**src/rtl/branch_predictor_pkg.sv**
```systemverilog
// ---------------------------------------------------------------------------
// branch_predictor_pkg
// Shared definitions for the dual-slot branch predictor:
//   - BTB_ENTRIES : default number of direct-mapped BTB entries
//   - CNT_*       : 2-bit saturating direction counter encodings
//   - btb_index() : extracts the BTB index field pc[idx_w+1:2]
//   - btb_tag()   : extracts the BTB tag field pc[31:idx_w+2]
// Both helpers return a zero-extended 32-bit value; callers truncate it to
// the index/tag width that matches their BTB depth.
// ---------------------------------------------------------------------------
package branch_predictor_pkg;

    localparam int BTB_ENTRIES = 16;

    localparam logic [1:0] CNT_SNT = 2'b00;
    localparam logic [1:0] CNT_WNT = 2'b01;
    localparam logic [1:0] CNT_WT  = 2'b10;
    localparam logic [1:0] CNT_ST  = 2'b11;

    // Instructions are word aligned, so the two low bits never carry
    // information; the index starts right above them.
    function automatic logic [31:0] btb_index(input logic [31:0] pc, input int idx_w);
        return (pc >> 2) & ((32'd1 << idx_w) - 32'd1);
    endfunction

    // Everything above the index field forms the tag.
    function automatic logic [31:0] btb_tag(input logic [31:0] pc, input int idx_w);
        return pc >> (idx_w + 2);
    endfunction

endpackage

```
**src/rtl/branch_predictor_counter2.sv**
```systemverilog
// ---------------------------------------------------------------------------
// bp_counter2
// Next-state logic of a 2-bit saturating direction counter.
// Ports:
//   cnt   (in,  2) current counter value
//   taken (in,  1) resolved branch direction
//   next  (out, 2) counter value after training with 'taken'
// ---------------------------------------------------------------------------
module bp_counter2
    import branch_predictor_pkg::*;
(
    input  logic [1:0] cnt,
    input  logic       taken,
    output logic [1:0] next
);

    // Move one step toward the observed direction, sticking at either end.
    always_comb begin
        next = cnt;
        if (taken && (cnt != CNT_ST)) begin
            next = cnt + 2'd1;
        end else if (!taken && (cnt != CNT_SNT)) begin
            next = cnt - 2'd1;
        end
    end

endmodule

```
**src/rtl/branch_predictor.sv**
```systemverilog
// ---------------------------------------------------------------------------
// branch_predictor
// Direct-mapped branch target buffer with a 2-bit direction counter per
// entry, looked up for two consecutive fetch slots in the same cycle and
// trained by one resolved branch per cycle from the execute stage.
// Ports:
//   clk         (in,  1)  rising-edge clock
//   rst         (in,  1)  asynchronous active-low reset
//   pc1, pc2    (in,  32) fetch slot addresses (pc2 = pc1 + 4)
//   pre_branch1 (out, 1)  slot 1 predicted taken
//   pre_branch2 (out, 1)  slot 2 predicted taken (squashed by slot 1)
//   predict_pc1 (out, 32) slot 1 BTB target on hit, else 0
//   predict_pc2 (out, 32) slot 2 BTB target on hit, else 0
//   upd_valid   (in,  1)  a branch/jump resolved this cycle
//   upd_pc      (in,  32) address of the resolved instruction
//   upd_taken   (in,  1)  resolved direction
//   upd_target  (in,  32) resolved target (meaningful when taken)
// ---------------------------------------------------------------------------
module branch_predictor
    import branch_predictor_pkg::*;
#(
    parameter int ENTRIES = BTB_ENTRIES
)
(
    input  logic        clk,
    input  logic        rst,
    input  logic [31:0] pc1,
    input  logic [31:0] pc2,
    output logic        pre_branch1,
    output logic        pre_branch2,
    output logic [31:0] predict_pc1,
    output logic [31:0] predict_pc2,
    input  logic        upd_valid,
    input  logic [31:0] upd_pc,
    input  logic        upd_taken,
    input  logic [31:0] upd_target
);

    localparam int IDX_W = $clog2(ENTRIES);
    localparam int TAG_W = 30 - IDX_W;

    // BTB storage is kept in flip-flops so that two lookups and one write
    // can all happen in the same cycle.
    logic             r_valid  [ENTRIES];
    logic [TAG_W-1:0] r_tag    [ENTRIES];
    logic [31:0]      r_target [ENTRIES];
    logic [1:0]       r_cnt    [ENTRIES];

    logic [IDX_W-1:0] w_idx1;
    logic [IDX_W-1:0] w_idx2;
    logic [IDX_W-1:0] w_uidx;
    logic [TAG_W-1:0] w_tag1;
    logic [TAG_W-1:0] w_tag2;
    logic [TAG_W-1:0] w_utag;
    logic             w_hit1;
    logic             w_hit2;
    logic             w_uhit;
    logic [1:0]       w_ucnt_next;
    logic             w_unused;

    // The alignment bits of every address are deliberately ignored.
    assign w_unused = &{1'b0, pc1[1:0], pc2[1:0], upd_pc[1:0]};

    // Split each address into its index and tag fields.
    assign w_idx1 = IDX_W'(btb_index(pc1, IDX_W));
    assign w_idx2 = IDX_W'(btb_index(pc2, IDX_W));
    assign w_uidx = IDX_W'(btb_index(upd_pc, IDX_W));
    assign w_tag1 = TAG_W'(btb_tag(pc1, IDX_W));
    assign w_tag2 = TAG_W'(btb_tag(pc2, IDX_W));
    assign w_utag = TAG_W'(btb_tag(upd_pc, IDX_W));

    // Lookups read registered state only, so an update landing on the same
    // entry becomes visible one cycle later, never combinationally.
    assign w_hit1 = r_valid[w_idx1] && (r_tag[w_idx1] == w_tag1);
    assign w_hit2 = r_valid[w_idx2] && (r_tag[w_idx2] == w_tag2);
    assign w_uhit = r_valid[w_uidx] && (r_tag[w_uidx] == w_utag);

    // A taken prediction in slot 1 redirects fetch, so slot 2 is never
    // reported taken alongside it. Targets are reported on any hit.
    always_comb begin
        pre_branch1 = w_hit1 && r_cnt[w_idx1][1];
        pre_branch2 = w_hit2 && r_cnt[w_idx2][1] && !pre_branch1;
        predict_pc1 = w_hit1 ? r_target[w_idx1] : 32'd0;
        predict_pc2 = w_hit2 ? r_target[w_idx2] : 32'd0;
    end

    // Training value for the counter of the entry being updated.
    bp_counter2 u_cnt (
        .cnt   (r_cnt[w_uidx]),
        .taken (upd_taken),
        .next  (w_ucnt_next)
    );

    // Reset clears every entry to invalid with a weakly-not-taken counter.
    // A hit trains the counter (and refreshes the target when taken); a
    // taken miss replaces whatever was at that index; a not-taken miss
    // leaves the BTB alone so cold branches do not evict useful entries.
    always_ff @(posedge clk or negedge rst) begin
        if (!rst) begin
            for (int i = 0; i < ENTRIES; i++) begin
                r_valid[i]  <= 1'b0;
                r_tag[i]    <= '0;
                r_target[i] <= 32'd0;
                r_cnt[i]    <= CNT_WNT;
            end
        end else if (upd_valid) begin
            if (w_uhit) begin
                r_cnt[w_uidx] <= w_ucnt_next;
                if (upd_taken) begin
                    r_target[w_uidx] <= upd_target;
                end
            end else if (upd_taken) begin
                r_valid[w_uidx]  <= 1'b1;
                r_tag[w_uidx]    <= w_utag;
                r_target[w_uidx] <= upd_target;
                r_cnt[w_uidx]    <= CNT_WT;
            end
        end
    end

endmodule
```
**config.mk**
```make
export PLATFORM = sky130hd
export DESIGN_NAME = branch_predictor
export DESIGN_NICKNAME = d
export VERILOG_FILES = /design/src/rtl/branch_predictor_pkg.sv /design/src/rtl/branch_predictor_counter2.sv /design/src/rtl/branch_predictor.sv
export SDC_FILE = /design/constraint.sdc
export NUM_CORES = 2
export LEC_CHECK = 0
export ABC_AREA = 1
export CORE_MARGIN = 5
export CORE_UTILIZATION = 30
export DETAILED_ROUTE_END_ITERATION = 10
export PLACE_DENSITY = 0.53
export SKIP_CTS_REPAIR_TIMING = 1
export SYNTH_ARGS = -nofsm -noshare
export SYNTH_HDL_FRONTEND = slang
export SYNTH_HIERARCHICAL = 1
export SYNTH_SLANG_ARGS = --single-unit
export TNS_END_PERCENT = 5
```
**constraint.sdc**
```tcl
create_clock -name clk -period 4.7 [get_ports clk]
set_clock_uncertainty 0.05 [all_clocks]
set_input_delay 1.175 -clock clk [delete_from_list [all_inputs] [get_ports clk]]
set_output_delay 1.175 -clock clk [all_outputs]
set_load 0.03 [all_outputs]
```
Word level (Yosys, flattened, before mapping)
Cells that the tools add are included.

storage, ports and cells
  bits of input ports = 132
  bits in registers = 976
  output and inout port bits = 66
  word-level logic and storage cells = 148

cells by class
  add/subtract/negate cells = 2
  eq/ne operators = 4
  $lt $le $gt $ge = 4
  reduce and logical (&&, ||, !) cells = 16
  bitwise gates (word level) = 8
  multiplexer cells = 50

operators by type and width
  cell                number
  $bwmux 512          1
  $bwmux 416          1
  $bmux 26 s4         3
  $mux 32             9
  $bmux 32 s4         2
  $mux 26             7
  $demux 32 s4        1
  $demux 26 s4        1
  $eq 26x26->1        3
  $bwmux 32           1
  $or 16x16->16       2
  $bmux 2 s4          3
  $mux 2              9
  $and 16x16->16      1
  $not 16->16         1
  $ge 5x5->1 const B  3
  $not 4->5           3
  $bmux 1 s4          3
  $logic_and 1x1->1   9
  $demux 2 s4         1
  $mux 1              7
  $lt 5x1->1 const B  1
  $demux 1 s4         1
  $reduce_and 2->1    2
  other kinds (7)     9

Logic depth before layout (Yosys ltp)
  word-level depth = 10
  gate-level depth with buffers = 23
  depth with buffers taken out = 20

By module
Netlist, hierarchy kept.

modules (own cells, without submodules)
  module            times used  sequential area each (um^2)  area an instance (um^2)  cells an instance
  branch_predictor  1           24443.4                      59055.4                  8565
  bp_counter2       1           0.0                          83.8                     17

Least setup slack after synthesis
Ideal clock, no wire load.

  kind = input-to-output
  start point = in pc1[2]
  end point = out pre_branch2
  arrival = 3724 ps
  data required time = 3475 ps
  stages on the path = 13
  buffers on the path = 6
  slack = -249 ps
  path through = buf_2 buf_2 buf_2 buf_2 buf_2 clkbuf_1 nand2_1 o211ai_1 nand3_1 nand3_1 o21ai_0 nor3_1 nor2_1

between the ends
  cells in the longest elaborated chain, start to end = 9
  elaborated cells between the ends (all ways) = 15
  classes of those cells = eq/ne: 1; mux: 9; bitwise: 1; reduce/logical: 4

RTL lines
  item                                         RTL line                                        RTL
  start, declared                              branch_predictor.sv:27                          input logic [31:0] pc1,
  $not 4->5 (not written as such) (*)          branch_predictor.sv:74, branch_predictor.sv:81
  $bmux 26 s4                                  branch_predictor.sv:74                          assign w_hit1 = r_valid[w_idx1] && (r_tag[w_idx1] == w_tag1);
  $mux 26 (not written as such) (2 in series)  branch_predictor.sv:74
  $eq 26x26->1                                 branch_predictor.sv:74
  $logic_and 1x1->1                            branch_predictor.sv:74
  $logic_and 1x1->1 (*)                        branch_predictor.sv:81                          pre_branch1 = w_hit1 && r_cnt[w_idx1][1];
  named net pre_branch1                        branch_predictor.sv:29                          output logic pre_branch1,
  $logic_not 1->1 (*)                          branch_predictor.sv:82                          pre_branch2 = w_hit2 && r_cnt[w_idx2][1] && !pre_branch1;
  $logic_and 1x1->1 (*)                        branch_predictor.sv:82
  end, declared                                branch_predictor.sv:30                          output logic pre_branch2,

Mark *: on every way through the listed nets, which the timed path passes. The rest lies on a longest branch. The select of a mux whose other input is x is not followed.

Worst setup path after layout
  start point = in pc2[2]
  end point = out predict_pc2[27]

between the ends
  cells in the longest elaborated chain, start to end = 7
  elaborated cells between the ends (all ways) = 13
  classes of those cells = eq/ne: 1; mux: 10; bitwise: 1; reduce/logical: 1

RTL lines
  item                                         RTL line                                        RTL
  start, declared                              branch_predictor.sv:28                          input logic [31:0] pc2,
  $not 4->5 (not written as such) (*)          branch_predictor.sv:75, branch_predictor.sv:84
  $bmux 26 s4                                  branch_predictor.sv:75                          assign w_hit2 = r_valid[w_idx2] && (r_tag[w_idx2] == w_tag2);
  $mux 26 (not written as such) (2 in series)  branch_predictor.sv:75
  $eq 26x26->1                                 branch_predictor.sv:75
  $logic_and 1x1->1                            branch_predictor.sv:75
  $mux 32 (*)                                  branch_predictor.sv:84                          predict_pc2 = w_hit2 ? r_target[w_idx2] : 32'd0;
  end, declared                                branch_predictor.sv:32                          output logic [31:0] predict_pc2,

Every way passes the cells marked *; elsewhere a longest branch is shown, timed or not. The select of a mux whose other input is x is not followed.

==> results_dict.tcl <==
set metrics [dict create \
    status "finished, violations left" \
    violations "negative setup slack" \
    netlist_area_um2 59100 \
    cp.arrival_ns 3.99 \
    hold_violations 0 \
    wl_mm 254 \
    postPlaceCellArea_um2 67500 \
    synth_top_area_cell "dfrtp_1" \
    initial_core_util_pct 30.0 \
    ios 198 \
    yosys.cell_count.top_type "nand2_1" \
    worst-r2r-cell-count 21 \
    r2r_slack_ns 1.51 \
    first_global_vias 56611 \
    cts_made_buffers 117 \
    clk_pin_slew_worst_paths_ns 0.06 \
    drtPass1Iterations 8 \
    drive_above_1_share_pct 11.5 \
    track_usage_pct 23.2 \
    p_leak_nw 33.2 \
    syn_nets 8716 \
    crit_path_start "pc2[2]" \
    synth-edff-count 0 \
    worst_pin_slew_ns 1.16 \
    hpwl_mm 157 \
    grt_max_degree 161 \
    grt-ovfl-total 0 \
    ir_worst_vdd_v 0.000297 \
    cts_buffer_depth 3 \
    fp.dieH_um 454 \
    worstPathMaxFanout 10 \
    power_w 0.0265 \
    yosys-mux-area-fraction_pct 0 \
    num_vias 61995 \
    wl_per_cell_um 22.2 \
    reg2reg_from "r_tag[219]" \
    relSlewSlack_pct 22.5 \
    layout_setup_ws_ns -0.514 \
    cts_max_level 3 \
    final_util_pct 37.3 \
    vias_per_cell 5.41 \
    hp-class "input pin to asynchronous set/reset pin" \
    place_ws_ns -1.15 \
    area_growth_pct 24.1 \
    core_um2 197000 \
    synth_top_family_by_area "compound AO/OA/AOI/OAI gates" \
    worstSetupPathType "input pin to output pin" \
    clock_latency_ns 0.79 \
    ys.flop_type "dfrtp_1" \
    synth-xor-area-share_pct 0.193 \
    die_x_um 454 \
    setup_viol 66 \
    nets 8842 \
    syn_inst 8582 \
    cp-start-kind "input pin" \
    ys_ff_latch 976 \
    endpoint "predict_pc2[27]" \
    drc 0 \
    synth-adder-area-share_pct 0.0423 \
    place_congestion 0.947 \
    synthSimpleGateAreaFrac_pct 24.1 \
    ant_nets 0 \
    drv_cap 0 \
    p_per_area_nw_per_um2 362 \
    grt_antenna_before_repair 7 \
    synth_area_per_cell_um2 6.89 \
    seq_area_frac_synth_pct 41.3 \
    root_buffer "clkbuf_16" \
    period_minus_slack_ns 5.21 \
    synth_compound_area_share_pct 25.1 \
    die-area_um2 206000 \
    nFillCells 20503 \
    ys_warn_count 6 \
    synth_top_area_share_pct 40.6 \
    fmax_mhz 192 \
    rsz0062_at_grt "yes" \
    cp.required_ns 3.47 \
    rows 163 \
    fin_crit_sh_pct 111 \
    drtIter0Drc 7352 \
    portBuffers 191 \
    synth.distinct_cells 37 \
    maxSlewViolCount 0 \
    synthArstFlopShare_pct 100 \
    end_kind "output pin" \
    r2r-end "r_tag[330]" \
    grt_pass1_wl_mm 367 \
    synth_area_leaders "dfrtp_1 (41%), nand2_1 (17%), o21ai_0 (14%)" \
    cts.sinks 976 \
    cts_tree "built" \
    synth_commonest_cells "nand2_1 (2,648), o21ai_0 (1,604), dfrtp_1 (960), nand3_1 (606), a21oi_1 (598)" \
    design_area_um2 73400 \
]
[sequential cells by signal (all words and copies together) (netlist names)]
| name | count |
|---|---|
| r_cnt | 32 |
| r_valid | 16 |
| r_tag | 416 |
| r_target | 512 |
[cell families (layout without fill, tap and decap cells)]
kind of cell               count (synthesis)  in the layout
DFF                                      976            976
and+or+nand+nor                         3509           3509
buffers and inverters                   1337           1563
AOI/OAI and AO/OA                       2745           2745
adders and majority gates                  2              2
xor gates and xnor gates                  13             13
other                                      0              3
[where the power goes]
group          switching (W)  total [W]  leakage, nW  internal [W]
combinational        0.00369    0.00593         18.7       0.00224
sequential           0.00120     0.0111         12.5       0.00993
clock                0.00393    0.00947         1.94       0.00554
total                0.00882     0.0265         33.2        0.0177
[cell type report]
cell class                 count  area, um2  share of cell area [%]
antenna                        3       7.51                  0.0102
tap                         2640       3300                    4.50
clock inverter                36        478                   0.651
multi-input combinational   6269      30200                    41.1
clock buffer                 183       3470                    4.72
timing repair buffer         739       9170                    12.5
sequential                   976      24400                    33.3
inverter                     605       2330                    3.18
[stage by stage]
stage	std cells	setup TNS (ns)	hold slack (ns)
final	11451	-29.19	0.364
after global routing	11450	-34.39	0.379
after floorplan	8582	-7.55	0.392
after CTS	11411	-54.01	0.344
after detailed placement	11192	-62.74	0.402
after global placement	11192	-64.85	0.401
[worst min path at each step]
| stage | end | depth (start not counted) |
|---|---|---|
| floorplan | r_cnt[2] | 2 |
| global placement | r_cnt[4] | 2 |
| detailed placement | r_cnt[28] | 2 |
| CTS | r_tag[275] | 1 |
| global route | r_tag[275] | 1 |
| finish | r_tag[39] | 1 |
[worst max-delay path: stages]
cell and delay [ns]:
clkbuf_16 0.17, buf_12 0.16, clkbuf_16 0.17, o21ai_0 0.19, nand3_1 0.12, nand3_2 0.11, nand2_4 0.09, nand2_1 0.06
o21ai_0 0.06, or2_2 0.32, nor2_4 0.14, nand2_2 0.10, nor2_4 0.18, buf_6 0.17, inv_8 0.08, clkbuf_16 0.19
nor3_4 0.20, buf_6 0.15, buf_12 0.11
[placed cells by master, fill, tap and decap left out, drive strengths merged]
cell / synthesis / final
a21o: 7 / 7
a21oi: 598 / 598
a22oi: 16 / 16
a31oi: 2 / 2
buf: 290 / 602
bufinv: 0 / 9
clkbuf: 442 / 206
clkdlybuf4s50: 0 / 114
clkinv: 2 / 26
clkinvlp: 0 / 1
dfrtp: 960 / 960
dfstp: 16 / 16
diode: 0 / 3
ha: 2 / 2
inv: 603 / 605
nand2: 2649 / 2649
nand3: 622 / 622
nand3b: 4 / 4
nand4: 8 / 8
nor2: 177 / 177
nor3: 41 / 41
o2111ai: 16 / 16
o211ai: 399 / 399
o21ai: 1696 / 1696
o22ai: 11 / 11
or2: 6 / 6
or4: 2 / 2
xnor2: 8 / 8
xor2: 5 / 5
[layer usage]
layer  part of all wire [%]  track usage [%]  up-vias
met3                    8.5             3.52      552
met2                     45             36.6     2989
met1                     42             31.8    29547
li1                       -                -    28907
met5                      0                0        -
met4                    4.8             9.16        0
No activity file was read; power rests on OpenSTA's default activity.
